File: config.mk
export PLATFORM = sky130hd
export DESIGN_NAME = pipeline_ctrl
export DESIGN_NICKNAME = d
export VERILOG_FILES = /design/src/rtl/pipeline_ctrl.sv
export SDC_FILE = /design/constraint.sdc
export NUM_CORES = 1
export LEC_CHECK = 0
export ABC_AREA = 1
export CAP_MARGIN = 10
export CELL_PAD_IN_SITES_DETAIL_PLACEMENT = 1
export CELL_PAD_IN_SITES_GLOBAL_PLACEMENT = 1
export CORE_ASPECT_RATIO = 0.7
export CORE_MARGIN = 2
export CORE_UTILIZATION = 36
export CTS_CLUSTER_SIZE = 24
export DETAILED_ROUTE_END_ITERATION = 6
export PLACE_DENSITY = 0.86
export SETUP_SLACK_MARGIN = 0.4
export SLEW_MARGIN = 25
export SYNTH_ARGS = -nofsm -noshare
export SYNTH_HDL_FRONTEND = slang
export SYNTH_SLANG_ARGS = --single-unit
File: constraint.sdc
create_clock -name clk -period 2.08 [get_ports clk]
set_input_delay 0.52 -clock clk [delete_from_list [all_inputs] [get_ports clk]]
set_output_delay 0.52 -clock clk [all_outputs]
set_load 0.05 [all_outputs]
File: src/rtl/pipeline_ctrl.sv
// rtl/pipeline_ctrl.sv - run/step/drain controller for an N-stage pipeline
// Optional breakpoint unit enabled by defining PIPE_CTRL_BKPT_EN.
module pipeline_ctrl #(
  parameter int NUM_STAGES  = 5,
  parameter int STALL_LATCH = 0,
  parameter int FLUSH_DEPTH = 3,
  parameter int CNT_BITS    = 32
`ifdef PIPE_CTRL_BKPT_EN
  , parameter int PC_BITS   = 32
`endif
) (
  input  logic                  clk,
  input  logic                  rst,
  input  logic                  i_run,
  input  logic                  i_step,
  input  logic                  i_clear,
  input  logic                  i_stall_req,
  input  logic                  i_flush_req,
  input  logic                  i_halt_req,
`ifdef PIPE_CTRL_BKPT_EN
  input  logic                  i_bkpt_en,
  input  logic [PC_BITS-1:0]    i_bkpt_addr,
  input  logic [PC_BITS-1:0]    i_fetch_pc,
  output logic                  o_bkpt_hit,
`endif
  output logic                  o_pc_write,
  output logic [NUM_STAGES-2:0] o_latch_en,
  output logic [NUM_STAGES-2:0] o_latch_flush,
  output logic [NUM_STAGES-2:0] o_valid,
  output logic [2:0]            o_state,
  output logic [CNT_BITS-1:0]   o_cycle_count,
  output logic                  o_done
);

  localparam int L = NUM_STAGES - 1;

  typedef enum logic [2:0] {
    S_IDLE  = 3'd0,
    S_RUN   = 3'd1,
    S_STEP  = 3'd2,
    S_DRAIN = 3'd3,
    S_DONE  = 3'd4
  } state_t;

  state_t        r_state, w_state_nxt;
  logic [L-1:0]  r_valid, w_valid_nxt;
  logic [CNT_BITS-1:0] r_cnt;
  logic          w_adv, w_stl, w_halt_q, w_clr, w_brk;

`ifdef PIPE_CTRL_BKPT_EN
  logic r_first, r_bkpt_hit;
  // The first advance after leaving IDLE ignores a match so a resume does not re-break.
  assign w_brk = (r_state == S_RUN) & i_bkpt_en & (i_fetch_pc == i_bkpt_addr) & ~r_first;
`else
  assign w_brk = 1'b0;
`endif

  assign w_adv    = ((r_state == S_RUN) | (r_state == S_STEP) | (r_state == S_DRAIN)) & ~w_brk;
  assign w_stl    = w_adv & i_stall_req & ~i_flush_req;
  assign w_halt_q = i_halt_req & ~i_flush_req;

  assign o_pc_write    = w_adv & ~w_stl & (r_state != S_DRAIN);
  assign o_valid       = r_valid;
  assign o_state       = r_state;
  assign o_cycle_count = r_cnt;
  assign o_done        = (r_state == S_DONE);

  always_comb begin
    o_latch_en    = '0;
    o_latch_flush = '0;
    for (int k = 0; k < L; k++) begin
      o_latch_en[k]    = w_adv & ~(w_stl & (k <= STALL_LATCH));
      o_latch_flush[k] = w_adv & ((i_flush_req & (k < FLUSH_DEPTH)) |
                                  (w_stl & (k == STALL_LATCH + 1)));
    end
  end

  // Shift, then hold the stalled latches, then apply flush/bubble clears.
  always_comb begin
    w_valid_nxt = r_valid;
    if (w_adv) begin
      w_valid_nxt[0] = (r_state != S_DRAIN);
      for (int k = 1; k < L; k++) begin
        w_valid_nxt[k] = r_valid[k-1];
      end
      for (int k = 0; k < L; k++) begin
        if (w_stl && (k <= STALL_LATCH)) begin
          w_valid_nxt[k] = r_valid[k];
        end
      end
      w_valid_nxt = w_valid_nxt & ~o_latch_flush;
    end
  end

  always_comb begin
    w_state_nxt = r_state;
    w_clr       = 1'b0;
    case (r_state)
      S_IDLE: begin
        w_clr = i_clear;
        if (i_run) begin
          w_state_nxt = S_RUN;
        end else if (i_step) begin
          w_state_nxt = S_STEP;
        end
      end
      S_RUN: begin
        if (w_brk) begin
          w_state_nxt = S_IDLE;
        end else if (w_halt_q) begin
          w_state_nxt = S_DRAIN;
        end else if (!i_run) begin
          w_state_nxt = S_IDLE;
        end
      end
      S_STEP: begin
        w_state_nxt = w_halt_q ? S_DRAIN : S_IDLE;
      end
      S_DRAIN: begin
        if (w_adv && (w_valid_nxt == '0)) begin
          w_state_nxt = S_DONE;
        end
      end
      S_DONE: begin
        if (i_clear) begin
          w_clr       = 1'b1;
          w_state_nxt = S_IDLE;
        end
      end
      default: w_state_nxt = S_IDLE;
    endcase
  end

  always_ff @(posedge clk or negedge rst) begin
    if (!rst) begin
      r_state <= S_IDLE;
      r_valid <= '0;
      r_cnt   <= '0;
    end else begin
      r_state <= w_state_nxt;
      if (w_clr) begin
        r_valid <= '0;
        r_cnt   <= '0;
      end else begin
        r_valid <= w_valid_nxt;
        if (w_adv && (r_cnt != {CNT_BITS{1'b1}})) begin
          r_cnt <= r_cnt + 1'b1;
        end
      end
    end
  end

`ifdef PIPE_CTRL_BKPT_EN
  assign o_bkpt_hit = r_bkpt_hit;

  always_ff @(posedge clk or negedge rst) begin
    if (!rst) begin
      r_first    <= 1'b0;
      r_bkpt_hit <= 1'b0;
    end else begin
      if ((r_state == S_IDLE) && (i_run || i_step)) begin
        r_first    <= 1'b1;
        r_bkpt_hit <= 1'b0;
      end else begin
        if (w_adv) begin
          r_first <= 1'b0;
        end
        if (w_brk) begin
          r_bkpt_hit <= 1'b1;
        end else if (w_clr) begin
          r_bkpt_hit <= 1'b0;
        end
      end
    end
  end
`endif

endmodule

# ---- Yosys cells after proc, flatten, opt, wreduce, memory -nomap -nowiden
# Index checks and enable logic that the tools add are counted.
dict set report word_totals {
  regBits 39
  inputBits 8
  wordCells 50
  output_inout_bits 49
}
dict set report op_classes {
  add_sub_neg 1
  muxes 16
  n_eq_ne 10
  n_reduce_logical 6
  n_bitwise 14
}
# operator count
set op_table {}
lappend op_table {{$mux W32} 2}
lappend op_table {{$add A32 B1 Y32 const B} 1}
lappend op_table {{$ne A32 B32 Y1 const B} 1}
lappend op_table {{$mux W3} 6}
lappend op_table {{$pmux W3 S5} 1}
lappend op_table {{$mux W4} 2}
lappend op_table {{$and A1 B1 Y1} 7}
lappend op_table {{$eq A3 B2 Y1 const B} 2}
lappend op_table {{$ne A3 B3 Y1 const B} 2}
lappend op_table {{$and A4 B4 Y4} 1}
lappend op_table {{$logic_not A4 Y1} 1}
lappend op_table {{$not A3 Y4} 1}
lappend op_table {{$reduce_and A4 Y1} 1}
lappend op_table {{$eq A3 B1 Y1 const B} 1}
lappend op_table {{$eq A3 B3 Y1 const B} 1}
lappend op_table {{$logic_not A3 Y1} 1}
lappend op_table {{$mux W1} 3}
lappend op_table {{$ne A3 B2 Y1 const B} 1}
lappend op_table {{$or A1 B1 Y1} 3}
lappend op_table {{$logic_and A1 B1 Y1} 2}
lappend op_table {{$mux W2} 1}
lappend op_table {{$ne A2 B1 Y1 const B} 1}
lappend op_table {{$ne A2 B2 Y1 const B} 1}
lappend op_table {{$not A1 Y1} 2}
lappend op_table {{2 further kinds} 2}

# ---- Logic depth before layout (Yosys ltp)
dict set report depth {
  depth_word 14
  mapped_depth 12
  depth_no_buf 11
}

# ---- Worst setup path after synthesis
# No wires, ideal clock.
dict set report synth_timing {
  kind {reg2out}
  from {register r_state[0] (netlist: o_state[0])}
  to {output port o_pc_write}
  slack_ps -444
  path_buffers 0
  t_required_ps 1560
  t_arrival_ps 2004
  path_stages_with_launch 5
  cell_sequence {dfrtp_1 -> nor2_1 -> nor2_4 -> nand2_1 -> a21oi_1}
}
dict set report synth_between {
  elab_chain_cells 8
  elab_cells_between_ends 11
  classes_between {eq/ne: 4; bitwise: 7}
}
# element line
set synth_rtl {}
lappend synth_rtl {{start, declared} 45} ;# state_t r_state, w_state_nxt;
lappend synth_rtl {{start signal, assigned} 140} ;# r_state <= w_state_nxt;
lappend synth_rtl {{$eq A3 B1 Y1 or $eq A3 B2 Y1 (tied branches)} 58} ;# assign w_adv = ((r_state == S_RUN) | (r_state == S_STEP) | (r_state == S_DRAIN)) & ~w_brk;
lappend synth_rtl {{$or A1 B1 Y1} 58}
lappend synth_rtl {{$or A1 B1 Y1 (*)} 58}
lappend synth_rtl {{via w_adv} 48} ;# logic w_adv, w_stl, w_halt_q, w_clr, w_brk;
lappend synth_rtl {{$and A1 B1 Y1 (2 in a row)} 59} ;# assign w_stl = w_adv & i_stall_req & ~i_flush_req;
lappend synth_rtl {{$not A1 Y1} 62} ;# assign o_pc_write = w_adv & ~w_stl & (r_state != S_DRAIN);
lappend synth_rtl {{$and A1 B1 Y1 (*) (2 in a row)} 62}
lappend synth_rtl {{end, declared} 26} ;# output logic o_pc_write,
# Mark *: on every way through the listed nets, which the timed path passes. The rest lies on a longest branch.

# ---- Final worst setup path
dict set report layout_timing {
  from {register r_state[1] (netlist: o_state[1])}
  to {output port o_done}
}
dict set report layout_between {
  elab_chain_cells 1
}
# element line
set layout_rtl {}
lappend layout_rtl {{$eq A3 B3 Y1} 66} ;# assign o_done = (r_state == S_DONE);
lappend layout_rtl {{end, declared} 32} ;# output logic o_done
# No other way between the ends.

==> metrics <==
Final Hold Vio Count=0; Sw Ratio=53.3%; Rows=26; Comb pwr share=71.4%; ys async rst share=100%; synthesized flop and latch total=39; R2R Setup Slk=200 ps; post-synthesis sequential area ratio=36.6%; CTS max path bufs=2; clock insertion delay at the later pin of the skew report=320 ps; VDD IR max=0.848 mV; TritonRoute pass-1 iters=5; I/O pin cnt=57; clk root buf=clkbuf_8; Setup Skew=12.7 ps; Syn. warnings=0; Setup WS post-layout=113 ps; commonest non-fill, non-tap cell in the layout=nand2_1; Reg2Reg Depth=8; Final period util=94.6%; worst r2r src=o_cycle_count[3]; non-filler instance count after layout=604; Synth area leader=dfrtp_1; Antenna Nets Post-Route=0; clock network fraction of design power=9.7%; ANT cells=0; part of the power in registers=18.9%; dpl cells=542; Detailed Place HPWL=7.32 mm; ys flop type=dfrtp_1; Setup violations, final=0; Power Internal=2610 uW; # DRC=0; CTS sink count=39; cell count after synthesis=396; Util after Layout=57.8%; Finished Cell Area=4190 sq um; total gr overflow=0; Lkg Pwr=0.00185 uW; largest cells by area after synthesis=dfrtp_1 (37%), nand2_1 (20%), nor2_1 (9.7%); R2R Path End=o_cycle_count[14]; Req. time, crit path=1560 ps; Vert. Die Dim=76.1 microns; first-pass GRT wire length=18.5 mm; H-tree depth=2; sw power=2970 uW; most frequent cells in the layout=nand2_1 (121), buf_4 (81), nor2_1 (50), dfrtp_2 (32), nand3_1 (30); CP endpoint kind=output port; IO buf count=55; CTS tree=done; Worst Path Max Fanout=5; Max-Cap Viols=0; Slew Viols, Final=0; worst-margin pin slew=544 ps; critical path class=reg -> out; Area Growth Syn to Fin=57.1%; fmax=508 MHz; power density over the cells=1330 nW/um^2; unrepaired setup endpoints after global routing=true; vias=3568; post-route setup TNS=0 ps; Cell Area, Placed=3460 sq um; core box area=7250 sq um; Cell variety after synth=32; GR Util All Layers=29.5%; proportion of layout cells with a drive suffix above 1=41.7%; die area=8130 sq um; Post-Route WL=14.1 mm; Slew HR=63.7%; detailed-route wire length per cell=23.4 microns; area share of the largest cell type after synthesis=36.6%; initial detailed-routing violation count=373; status=completed; crit start category=flop; CP Data Arrival Time=1450 ps; Hold Crit Class=in -> async; GPL Wtd Cong=0.888; Filler cells=908; syn_nets=405; Post-synth EDFFs=0; worst slack, placed=17.3 ps; Synth Cell Area=2670 sq um; Die X=107 microns; initial antenna violation count=0; number of global-route vias before repair=3400; Worst-path clk slew=90 ps; Initial Util=36.8%; Num CTS Buffers=5; largest net degree at the start of global routing=40; final net count=514; synthesized area per cell=6.74 sq um; min Tclk post-route=1970 ps; Vias/cell=5.91
-- synthesized netlist by cell type (all sizes together) (2+ instances only) --
cell	instances
a21oi	6
buf	12
dfrtp	39
inv	31
nand2	143
nand3	32
nand4	14
nor2	75
nor3	2
o21ai	16
o21bai	2
o31ai	5
xnor2	5
xor2	7
-- sequential cells by signal (all words and copies together) (netlist names) --
name,count
o_cycle_count,32
o_state,3
o_valid,4
-- through the flow --
stage,power (uW),hold WS [ps]
finish,5580,274
global route,5740,311
CTS,5100,300
detailed placement,3960,541
global placement,3880,527
floorplan,3090,224
-- what timing repair did --
action,CTS,global route
buffers inserted,27,22
setup endpoints to repair,51,45
cloned,3,2
pin swaps,12,3
hold buffers,0,0
gates resized for setup,40,32
-- cell type report --
class	count	area, sq um	area share (%)
flip-flops and latches	39	1020	24.2
well taps	98	123	2.92
clock buffers	7	76.3	1.82
multi-input cells	314	1710	40.9
inverters	32	168	4.00
repair inverters	1	16.3	0.388
repair buffers	112	1080	25.7
clock inverters	1	5.00	0.119
-- cell families (layout without fill, tap and decap cells) --
logic type / Yosys count / after routing / share of synthesized area [%]
XOR/XNOR: 12 / 12 / 3.94
flip-flops: 39 / 39 / 36.6
AO/OA/AOI/OAI: 31 / 31 / 7.17
other: 1 / 1 / 0.140
buffers and inverters: 45 / 153 / 8.25
adder cells (fa/ha/maj): 1 / 1 / 0.469
AND/OR/NAND/NOR: 267 / 269 / 43.5
-- power groups by stage --
stage	combinational (uW)	clock (uW)	sequential, uW
6_report	3980	542	1050
5_1_grt	4100	574	1070
2_1_floorplan	1670	0	1420
3_5_place_dp	2870	0	1090
4_1_cts	3530	528	1040
3_3_place_gp	2800	0	1080
-- per-layer routing --
layer,vias up,track usage (%),routed length [microns]
li1,1477,-,-
met1,1736,41.6,5590
met2,277,45.9,6440
met3,78,5.30,1370
met4,0,9.74,716
met5,-,0,0
-- worst max-delay path, stage by stage, from the launching register on --
cell	delay, ps
dfrtp_2	450
inv_1	150
nand2_4	110
buf_4	160
nor2_4	120
buf_12	140
-- worst max-delay path by stage --
stage | from | to
final | o_state[1] | o_done
after global routing | o_state[1] | o_done
after CTS | o_state[1] | o_latch_flush[2]
after detailed placement | i_stall_req | o_pc_write
after global placement | i_stall_req | o_pc_write
after floorplan | o_state[0] | o_latch_flush[2]
Power figures use the tool's default switching activity.
